`src/rtl/div_pkg.sv`:
```
// Shared types and sizing constants for the iterative unsigned divider.
package div_pkg;

  typedef enum logic [1:0] {
    IDLE = 2'd0,
    CALC = 2'd1,
    DONE = 2'd2
  } state_t;

  localparam int DIV_WIDTH = 16;

  // Iteration counter must hold WIDTH-1; a one-bit floor keeps WIDTH=2 legal.
  function automatic int cnt_width(input int w);
    return (w < 3) ? 1 : $clog2(w);
  endfunction

  localparam int CNT_WIDTH = cnt_width(DIV_WIDTH);

endpackage

```
`src/rtl/div_bk_sub.sv`:
```
// Combinational Brent-Kung prefix subtractor: diff = a + ~b + 1, cout=1 means a >= b.
module div_bk_sub #(
  parameter int N = 17
) (
  input  logic [N-1:0] a,
  input  logic [N-1:0] b,
  output logic [N-1:0] diff,
  output logic         cout
);

  always_comb begin
    logic [N-1:0] w_g;
    logic [N-1:0] w_p;
    logic [N-1:0] w_h;
    logic [N-1:0] w_c;
    int           dTop;

    w_h  = a ^ ~b;
    w_p  = w_h;
    w_g  = a & ~b;
    // Carry-in is tied to 1, so it folds into the bit-0 group generate.
    w_g[0] = w_g[0] | w_p[0];
    dTop = 1;

    for (int d = 1; d < N; d = d * 2) begin
      dTop = d;
      for (int i = 2 * d - 1; i < N; i = i + 2 * d) begin
        w_g[i] = w_g[i] | (w_p[i] & w_g[i - d]);
        w_p[i] = w_p[i] & w_p[i - d];
      end
    end

    for (int d = dTop; d >= 1; d = d / 2) begin
      for (int i = 3 * d - 1; i < N; i = i + 2 * d) begin
        w_g[i] = w_g[i] | (w_p[i] & w_g[i - d]);
        w_p[i] = w_p[i] & w_p[i - d];
      end
    end

    w_c    = {w_g[N-2:0], 1'b1};
    diff   = w_h ^ w_c;
    cout   = w_g[N-1];
  end

endmodule

```
`src/rtl/div16u_iterative.sv`:
```
// Restoring radix-2 unsigned divider, one quotient bit per clock, valid/ready on both sides.
module div16u_iterative
  import div_pkg::*;
#(
  parameter int WIDTH = DIV_WIDTH
) (
  input  logic             clk,
  input  logic             rst,
  input  logic             in_valid,
  output logic             in_ready,
  input  logic [WIDTH-1:0] dividend,
  input  logic [WIDTH-1:0] divisor,
  output logic             out_valid,
  input  logic             out_ready,
  output logic [WIDTH-1:0] quotient,
  output logic [WIDTH-1:0] remainder,
  output logic             div_by_zero
);

  localparam int CW = cnt_width(WIDTH);

  state_t           r_state;
  state_t           w_next_state;
  logic [WIDTH:0]   r_rem;
  logic [WIDTH-1:0] r_q;
  logic [WIDTH-1:0] r_d;
  logic [CW-1:0]    r_cnt;
  logic [WIDTH-1:0] r_quot;
  logic [WIDTH-1:0] r_rem_out;
  logic             r_dbz;

  logic [WIDTH:0]   w_s;
  logic [WIDTH:0]   w_t;
  logic             w_cout;
  logic [WIDTH:0]   w_rem_next;
  logic [WIDTH-1:0] w_q_next;

  assign w_s        = {r_rem[WIDTH-1:0], r_q[WIDTH-1]};
  assign w_rem_next = w_cout ? w_t : w_s;
  assign w_q_next   = {r_q[WIDTH-2:0], w_cout};

  div_bk_sub #(.N(WIDTH + 1)) u_sub (
    .a    (w_s),
    .b    ({1'b0, r_d}),
    .diff (w_t),
    .cout (w_cout)
  );

  always_ff @(posedge clk) begin
    if (rst) r_state <= IDLE;
    else     r_state <= w_next_state;
  end

  always_comb begin
    w_next_state = r_state;
    case (r_state)
      IDLE: if (in_valid) w_next_state = (divisor == '0) ? DONE : CALC;
      CALC: if (r_cnt == '0) w_next_state = DONE;
      DONE: if (out_ready) w_next_state = IDLE;
      default: w_next_state = IDLE;
    endcase
  end

  // Result registers only move on entry to DONE, so they persist after consumption.
  always_ff @(posedge clk) begin
    if (rst) begin
      r_rem     <= '0;
      r_q       <= '0;
      r_d       <= '0;
      r_cnt     <= '0;
      r_quot    <= '0;
      r_rem_out <= '0;
      r_dbz     <= 1'b0;
    end else begin
      case (r_state)
        IDLE: begin
          if (in_valid) begin
            if (divisor != '0) begin
              r_rem <= '0;
              r_q   <= dividend;
              r_d   <= divisor;
              r_cnt <= CW'(WIDTH - 1);
            end else begin
              r_quot    <= '1;
              r_rem_out <= dividend;
              r_dbz     <= 1'b1;
            end
          end
        end
        CALC: begin
          r_rem <= w_rem_next;
          r_q   <= w_q_next;
          r_cnt <= r_cnt - CW'(1);
          if (r_cnt == '0) begin
            r_quot    <= w_q_next;
            r_rem_out <= w_rem_next[WIDTH-1:0];
            r_dbz     <= 1'b0;
          end
        end
        default: ;
      endcase
    end
  end

  assign in_ready    = (r_state == IDLE);
  assign out_valid   = (r_state == DONE);
  assign quotient    = r_quot;
  assign remainder   = r_rem_out;
  assign div_by_zero = r_dbz;

endmodule

```
`config.mk`:
```
export PLATFORM = sky130hd
export DESIGN_NAME = div16u_iterative
export DESIGN_NICKNAME = d
export VERILOG_FILES = /design/src/rtl/div_pkg.sv /design/src/rtl/div_bk_sub.sv /design/src/rtl/div16u_iterative.sv
export SDC_FILE = /design/constraint.sdc
export NUM_CORES = 1
export LEC_CHECK = 0
export CAP_MARGIN = 20
export CORE_UTILIZATION = 45
export DETAILED_ROUTE_END_ITERATION = 8
export GPL_TIMING_DRIVEN = 0
export PLACE_DENSITY_LB_ADDON = 0.3
export SLEW_MARGIN = 20
export SYNTH_ARGS = -nofsm -noshare
export SYNTH_HDL_FRONTEND = slang
export SYNTH_SLANG_ARGS = --single-unit
```
`constraint.sdc`:
```
create_clock -name clk -period 2.6 [get_ports clk]
set_input_delay 0.26 -clock clk [delete_from_list [all_inputs] [get_ports clk]]
set_output_delay 0.26 -clock clk [all_outputs]
set_load 0.005 [all_outputs]
```
# == After elaboration in Yosys (flattened, before gate mapping) ==
# Index checks and enable logic that the tools add are counted.
# totals
output_inout_bits,35
word_cells,122
inputBits,36
reg_bits,87
# classes
n_reduce_logical,9
addsub,1
n_bitwise,70
n_eq_ne,7
muxes,27
# ops
operator,n
$mux 16,11
$pmux 16 s2,4
$and 1x1->1,38
$or 1x1->1,28
$and 17x17->17,1
$not 16->17,1
$xor 17x17->17,1
$logic_not 16->1,1
$reduce_bool 16->1,1
$xor 16x16->16,1
$reduce_and 3->1,3
$mux 2,4
$mux 4,2
$pmux 4 s2,1
$ne 2x2->1 const B,3
$pmux 2 s3,1
$logic_not 4->1,1
$ne 2x1->1 const B,2
$reduce_and 4->1,1
$sub 4x1->4 const B,1
$mux 1,3
$eq 2x1->1 const B,1
$eq 2x2->1 const B,1
$logic_not 2->1,1
other kinds (2),2

# == Logic depth before layout (Yosys ltp) ==
# logic_depth
depth_word,19
mapped_depth,15
ltp_nobuf,15

# == Hierarchy ==
# A second synthesis with hierarchy kept.
# hier_totals
cells_unflattened,504
area_unflattened_um2,4663.2
# modules_own_cells
mod,instances,area_per_inst_um2,cells_per_inst,seq_area_each_um2
div16u_iterative,1,3958.8,420,1741.7
div_bk_sub,1,704.4,84,0.0

# == Worst setup path after synthesis ==
# No wires, ideal clock.
# synth_timing
kind,register to register
startpoint,register r_q[15]
endpoint,register r_rem[14]
t_required_ps,2526
setup_time_ps,74
path_stages_with_launch,15
n_path_buf,0
path_slack_ps,-40
synth_period_minus_slack_ps,2640
t_arrival_ps,2565
path_cell_list,dfxtp_1 -> inv_1 -> ha_1 -> inv_1 -> fa_1 -> a211oi_1 -> o21ai_2 -> o211ai_1 -> and2_1 -> o21a_1 -> o21a_1 -> fa_1 -> o21ai_0 -> o21ai_2 -> o21ai_0
# synth_between
elab_chain_cells,15
elab_cells_between_ends,20
classes_between,mux: 2; bitwise: 18
# synth_rtl
element,line,text
from (decl),div16u_iterative.sv:25,logic [WIDTH-1:0] r_q;
from (signal assigned),div16u_iterative.sv:80,r_q <= dividend;
from (signal assigned),div16u_iterative.sv:92,r_q <= w_q_next;
$and 17x17->17 / $xor 17x17->17 (equally long branches),"div_bk_sub.sv:20, div_bk_sub.sv:18",
$or 1x1->1 *,div_bk_sub.sv:22,w_g[0] = w_g[0] | w_p[0];
$and 1x1->1 *,div_bk_sub.sv:28,w_g[i] = w_g[i] | (w_p[i] & w_g[i - d]);
$or 1x1->1 *,div_bk_sub.sv:28,
$and 1x1->1 *,div_bk_sub.sv:28,
$or 1x1->1 *,div_bk_sub.sv:28,
$and 1x1->1 *,div_bk_sub.sv:28,
$or 1x1->1 *,div_bk_sub.sv:28,
$and 1x1->1,div_bk_sub.sv:35,w_g[i] = w_g[i] | (w_p[i] & w_g[i - d]);
$or 1x1->1,div_bk_sub.sv:35,
$and 1x1->1,div_bk_sub.sv:35,
$or 1x1->1,div_bk_sub.sv:35,
$xor 16x16->16,div_bk_sub.sv:41,diff = w_h ^ w_c;
$mux 16 *,div16u_iterative.sv:39,assign w_rem_next = w_cout ? w_t : w_s;
$pmux 16 s2 *,div16u_iterative.sv:75,case (r_state)
to (signal assigned),div16u_iterative.sv:91,r_rem <= w_rem_next;
to (decl),div16u_iterative.sv:24,logic [WIDTH:0] r_rem;
# Mark *: on every way between the ends. The rest lies on a longest branch, timed or not.
# A chain may end at the register's enable or synchronous reset.

# == Worst setup path in the final report ==
# layout_timing
startpoint,register r_q[15]
endpoint,register r_rem_out[14] (netlist: remainder[14])
# layout_between
elab_chain_cells,16
elab_cells_between_ends,21
classes_between,mux: 3; bitwise: 18
# layout_rtl
element,line,text
$and 17x17->17 / $xor 17x17->17 (equally long branches),"div_bk_sub.sv:20, div_bk_sub.sv:18",
$or 1x1->1 *,div_bk_sub.sv:22,
$and 1x1->1 *,div_bk_sub.sv:28,
$or 1x1->1 *,div_bk_sub.sv:28,
$and 1x1->1 *,div_bk_sub.sv:28,
$or 1x1->1 *,div_bk_sub.sv:28,
$and 1x1->1 *,div_bk_sub.sv:28,
$or 1x1->1 *,div_bk_sub.sv:28,
$and 1x1->1,div_bk_sub.sv:35,
$or 1x1->1,div_bk_sub.sv:35,
$and 1x1->1,div_bk_sub.sv:35,
$or 1x1->1,div_bk_sub.sv:35,
$xor 16x16->16,div_bk_sub.sv:41,
$mux 16 *,div16u_iterative.sv:39,
$mux 16 *,div16u_iterative.sv:94,if (r_cnt == '0) begin
$pmux 16 s2 *,div16u_iterative.sv:75,
to (signal assigned),div16u_iterative.sv:85,r_rem_out <= dividend;
to (signal assigned),div16u_iterative.sv:96,r_rem_out <= w_rem_next[WIDTH-1:0];
to (decl),div16u_iterative.sv:29,logic [WIDTH-1:0] r_rem_out;
# Mark *: on every way between the ends. The rest lies on a longest branch, timed or not. The select of a mux whose other input is x is not followed.

==> metrics.md <==
| Metric | Value |
|---|---|
| Min Tclk post-route | between 2 and 3 ns |
| H-tree Lvls | 3 |
| TritonCTS Sinks | 87 |
| Busiest layer in global routing | met2 |
| Yosys Warn Count | 0 |
| Maximum vdd drop | 0.000641 V |
| CTS tree | yes |
| Mapped cell area | 0.00419 mm² |
| Synth area leaders | dfxtp_1 (42%), ha_1 (4.8%), nand2_1 (4.8%), o21ai_0 (4.4%), o221a_2 (4.0%) |
| Area grow syn2layout | 30.0% |
| Final hold vios | 0 |
| First-pass GRT wire length | approximately 18,000 µm |
| Post-route design area | between 0.005 and 0.006 mm² |
| WP data required | approximately 2.9 ns |
| Grt met2 use | 37.7% |
| Top cell type's share of synthesized area | around two fifths |
| Synth area leader | dfxtp_1 |
| Clock Skew | between 0.01 and 0.015 ns |
| Post-synth EDFFs | 0 |
| Crit path max-delay family | compound AO/OA/AOI/OAI gates |
| Layout cell share with drive strength beyond 1 | about 16% |
| Total routed wirelength | 11,400 µm |
| R2R Setup Slk | -0.08 ns |
| Worst skew pair latency | 0.36 ns |
| Dpl ws | -0.333 ns |
| Synth Register Bits | 87 |
| Total CTS buffers | 9 |
| Mapped Nets | 514 |
| Count of cell types in the netlist | 46 |
| Critical path cell sequence | inv_2 -> ha_4 -> inv_2 -> fa_2 -> a211oi_2 -> o21ai_2 -> o211ai_1 -> and2_4 -> o21a_1 -> o21a_1 -> fa_2 -> o21ai_2 -> o21ai_2 -> o21ai_1 |
| Worst-margin pin slew | 0.679 ns |
| Crit Path Category | flop to flop |
| Post-Synth Simple-Gate Area | 15.5% |
| Crit-path max FO | 2 |
| Detailed router's first-iteration violation count | 240 |
| RR Startpoint | r_q[15] |
| CP bufs+invs | 2 |
| Worst-path clk slew | 0.09 ns |
| Routed WL per cell | 17.3 µm |
| Die area | 0.00969 mm² |
| DRC | 4 |
| Core ar. | 0.00885 mm² |
| Area share of fa/ha/maj cells after synthesis | 8.61% |
| Max stage delay cell, worst path | fa_2 |
| M3 GR Usage | under 10% |
| Final Cycle Share | 103% |
| IO Pins | 71 |
| Cts hold-fix bufs | 0 |
| Crit path to | remainder[14] |
| Worst min path class | flop to flop |
| Starting Density | 47.3% |
| Site row count | 34 |
| Antenna Nets Post-Route | 0 |
| Max Fclk | about 370 MHz |
| CP arrival | a little under 3 ns |
| Vias | between 3k and 4k |
| Post-synthesis compound-gate area fraction | 25.2% |
| CP max stage delay | 0.45 ns |
| RSZ-0062 raised after global routing | true |
| Post-Synth XOR/XNOR Area | 1.46% |
| CP Capture Type | flop |
| Pleak | 2.00 nW |
| Vias/cell | ~5.8 |
| Hold slack | 0.458 ns |
| Placed Instance Area | roughly 0.0050 mm² |
| PortBufs | 70 |
| Nets@finish | 605 |
| Failing checks | DRC, setup timing |
| Chip Height | 98.5 µm |
| Setup crit start | r_q[15] |
| Grt total ovfl | 0 |
| Gate Count Post-Synth | 454 |
| Max Cap Viol | 0 |
| PD cells | roughly 1200 mW/mm² |
| Root Buffer | clkbuf_8 |
| Clock buffer depth | 2 |
| Stages on worst setup path | 14 |
| Number of global-route vias before repair | 3,597 |
| Met1 Track Usage GR | 31.3% |
| Status | complete, but fails checks |
| Crit-path most repeated cell | o21ai_2 |
| RePlAce Congestion | 0.842 |
| Post-synthesis mux area share | 1.43% |
| Post-synth top flop | dfxtp_1 |
| Sequential fraction of the synthesis area | 41.6% |
| FF-to-FF path depth | 14 |
| Hpwl dp | 8570 µm |
| Drt first pass iters | 9 |
| Final WS setup | -0.0802 ns |
| Number of antenna violations at the first check in global routing | 0 |
| Number of inserted diodes | 0 |
| Avg Cell Area, Syn | slightly above 9 µm² |
| GRT Total Usage | between 20% and 30% |
| # setup viols final | 11 |
| Synth async-reset ratio | 0% |
| Main combinational cell family by area after synthesis | compound AO/OA/AOI/OAI gates |
| Slew HR | a little over half |
| Worst flop-to-flop path endpoint | remainder[14] |
| Crit path launch type | flop |
| Fin. max-slew vios | 0 |
| Largest net degree at the start of global routing | 15 |
| Pwr Total | roughly 6.4 mW |
| Die width | 98.5 µm |
state kept, by name (all words and copies together), names as in the netlist:
signal	flops
r_cnt	4
r_q	16
r_state	2
div_by_zero	1
remainder	16
r_d	16
r_rem	16
quotient	16
placed cells by master (no fill, tap or decap), types with 11 or more instances in the layout:
master,Yosys,routed
dfxtp_1,87,85
clkdlybuf4s50_1,0,70
nand2_1,53,53
o21ai_0,37,28
a21oi_1,24,24
nor2_1,25,24
inv_1,25,22
o21ai_1,15,21
clkbuf_1,20,19
and4_1,17,17
a31oi_1,18,17
a222oi_1,15,15
o221a_2,15,15
ha_1,16,15
o21ai_2,9,11
buf_4,2,11
clkbuf_8,0,11
metrics by stage:
| step | util (%) | std cells | TNS, ns |
|---|---|---|---|
| floorplan | - | 454 | -0.000110 |
| global placement | 56.8 | 632 | -1.17 |
| detailed placement | 56.8 | 632 | -1.82 |
| CTS | 60.0 | 651 | -0.603 |
| global route | 61.5 | 657 | -2.95 |
| finish | 61.5 | 657 | -0.355 |
area by class of cell:
cell class | count | area, µm²
sequential | 87 | 1740
buffer | 33 | 171
fill | 747 | 3410
inverter | 26 | 97.6
timing repair buffer | 80 | 793
tap | 108 | 135
clock inverter | 4 | 77.6
clock buffer | 11 | 151
multi-input combinational | 308 | 2270
worst register-to-register path, delay by kind of cell, from the launching register on:
family | cells | cell delay [ns]
flip-flops | 1 | 0.35
AND/OR/NAND/NOR | 1 | 0.17
buffers and inverters | 2 | 0.09
adder cells (fa/ha/maj) | 3 | 0.91
AO/OA/AOI/OAI | 8 | 1.10
report_power, final:
group          total (mW)  internal, mW  switching (mW)
clock                1.08         0.594           0.483
sequential           1.70          1.52           0.179
combinational        3.57          1.77            1.81
total                6.35          3.88            2.47
logic make-up (layout without fill, tap and decap cells):
| group | Yosys count | count (layout) |
|---|---|---|
| AO/OA/AOI/OAI | 152 | 152 |
| AND/OR/NAND/NOR | 119 | 119 |
| flip-flops | 87 | 87 |
| buffers and inverters | 59 | 154 |
| adder cells (fa/ha/maj) | 24 | 24 |
| XOR/XNOR | 7 | 7 |
| multiplexers | 6 | 6 |
timing repair:
item | 4_1_cts | 5_1_grt
gates cloned | 0 | 2
endpoints found under the hold margin | 0 | 0
setup endpoints to repair | 12 | 33
resized for setup | 13 | 23
buffers inserted | 4 | 5
pin swaps | 10 | 11
worst min path at each step:
stage,cells past startpoint,from,end
after floorplan,2,divisor[10],r_d[10]
after CTS,2,r_d[9],r_d[9]
after global placement,2,r_d[1],r_d[1]
after detailed placement,2,r_d[2],r_d[2]
final,2,r_d[2],r_d[2]
after global routing,2,r_d[3],r_d[3]
per-layer routing:
layer,routed length (µm),vias to the layer above
met5,0,-
met4,247,0
met3,789,21
met2,5310,124
met1,5020,1841
li1,-,1854
cells in the mapped netlist (2+ instances only):
cell and n:
clkbuf_1 20, a21o_1 3, nand4_1 2, buf_1 2, buf_2 6, ha_1 16, nand2b_1 2, xnor2_1 4
a222oi_1 15, or3_1 2, and2_1 3, mux2i_1 6, nor2_1 25, o21ai_0 37, o221a_2 15, and4_1 17
xor2_1 3, nor4_4 4, o21ai_2 9, a41oi_1 2, a311oi_1 2, a21oi_1 24, o211ai_1 2, nand3_1 2
nor2b_1 3, dfxtp_1 87, nand2_1 53, a31oi_1 18, nor3_1 3, inv_1 25, buf_4 2, o21ai_1 15
buf_6 3, fa_1 8, o21a_1 3
Power figures use the tool's default switching activity.
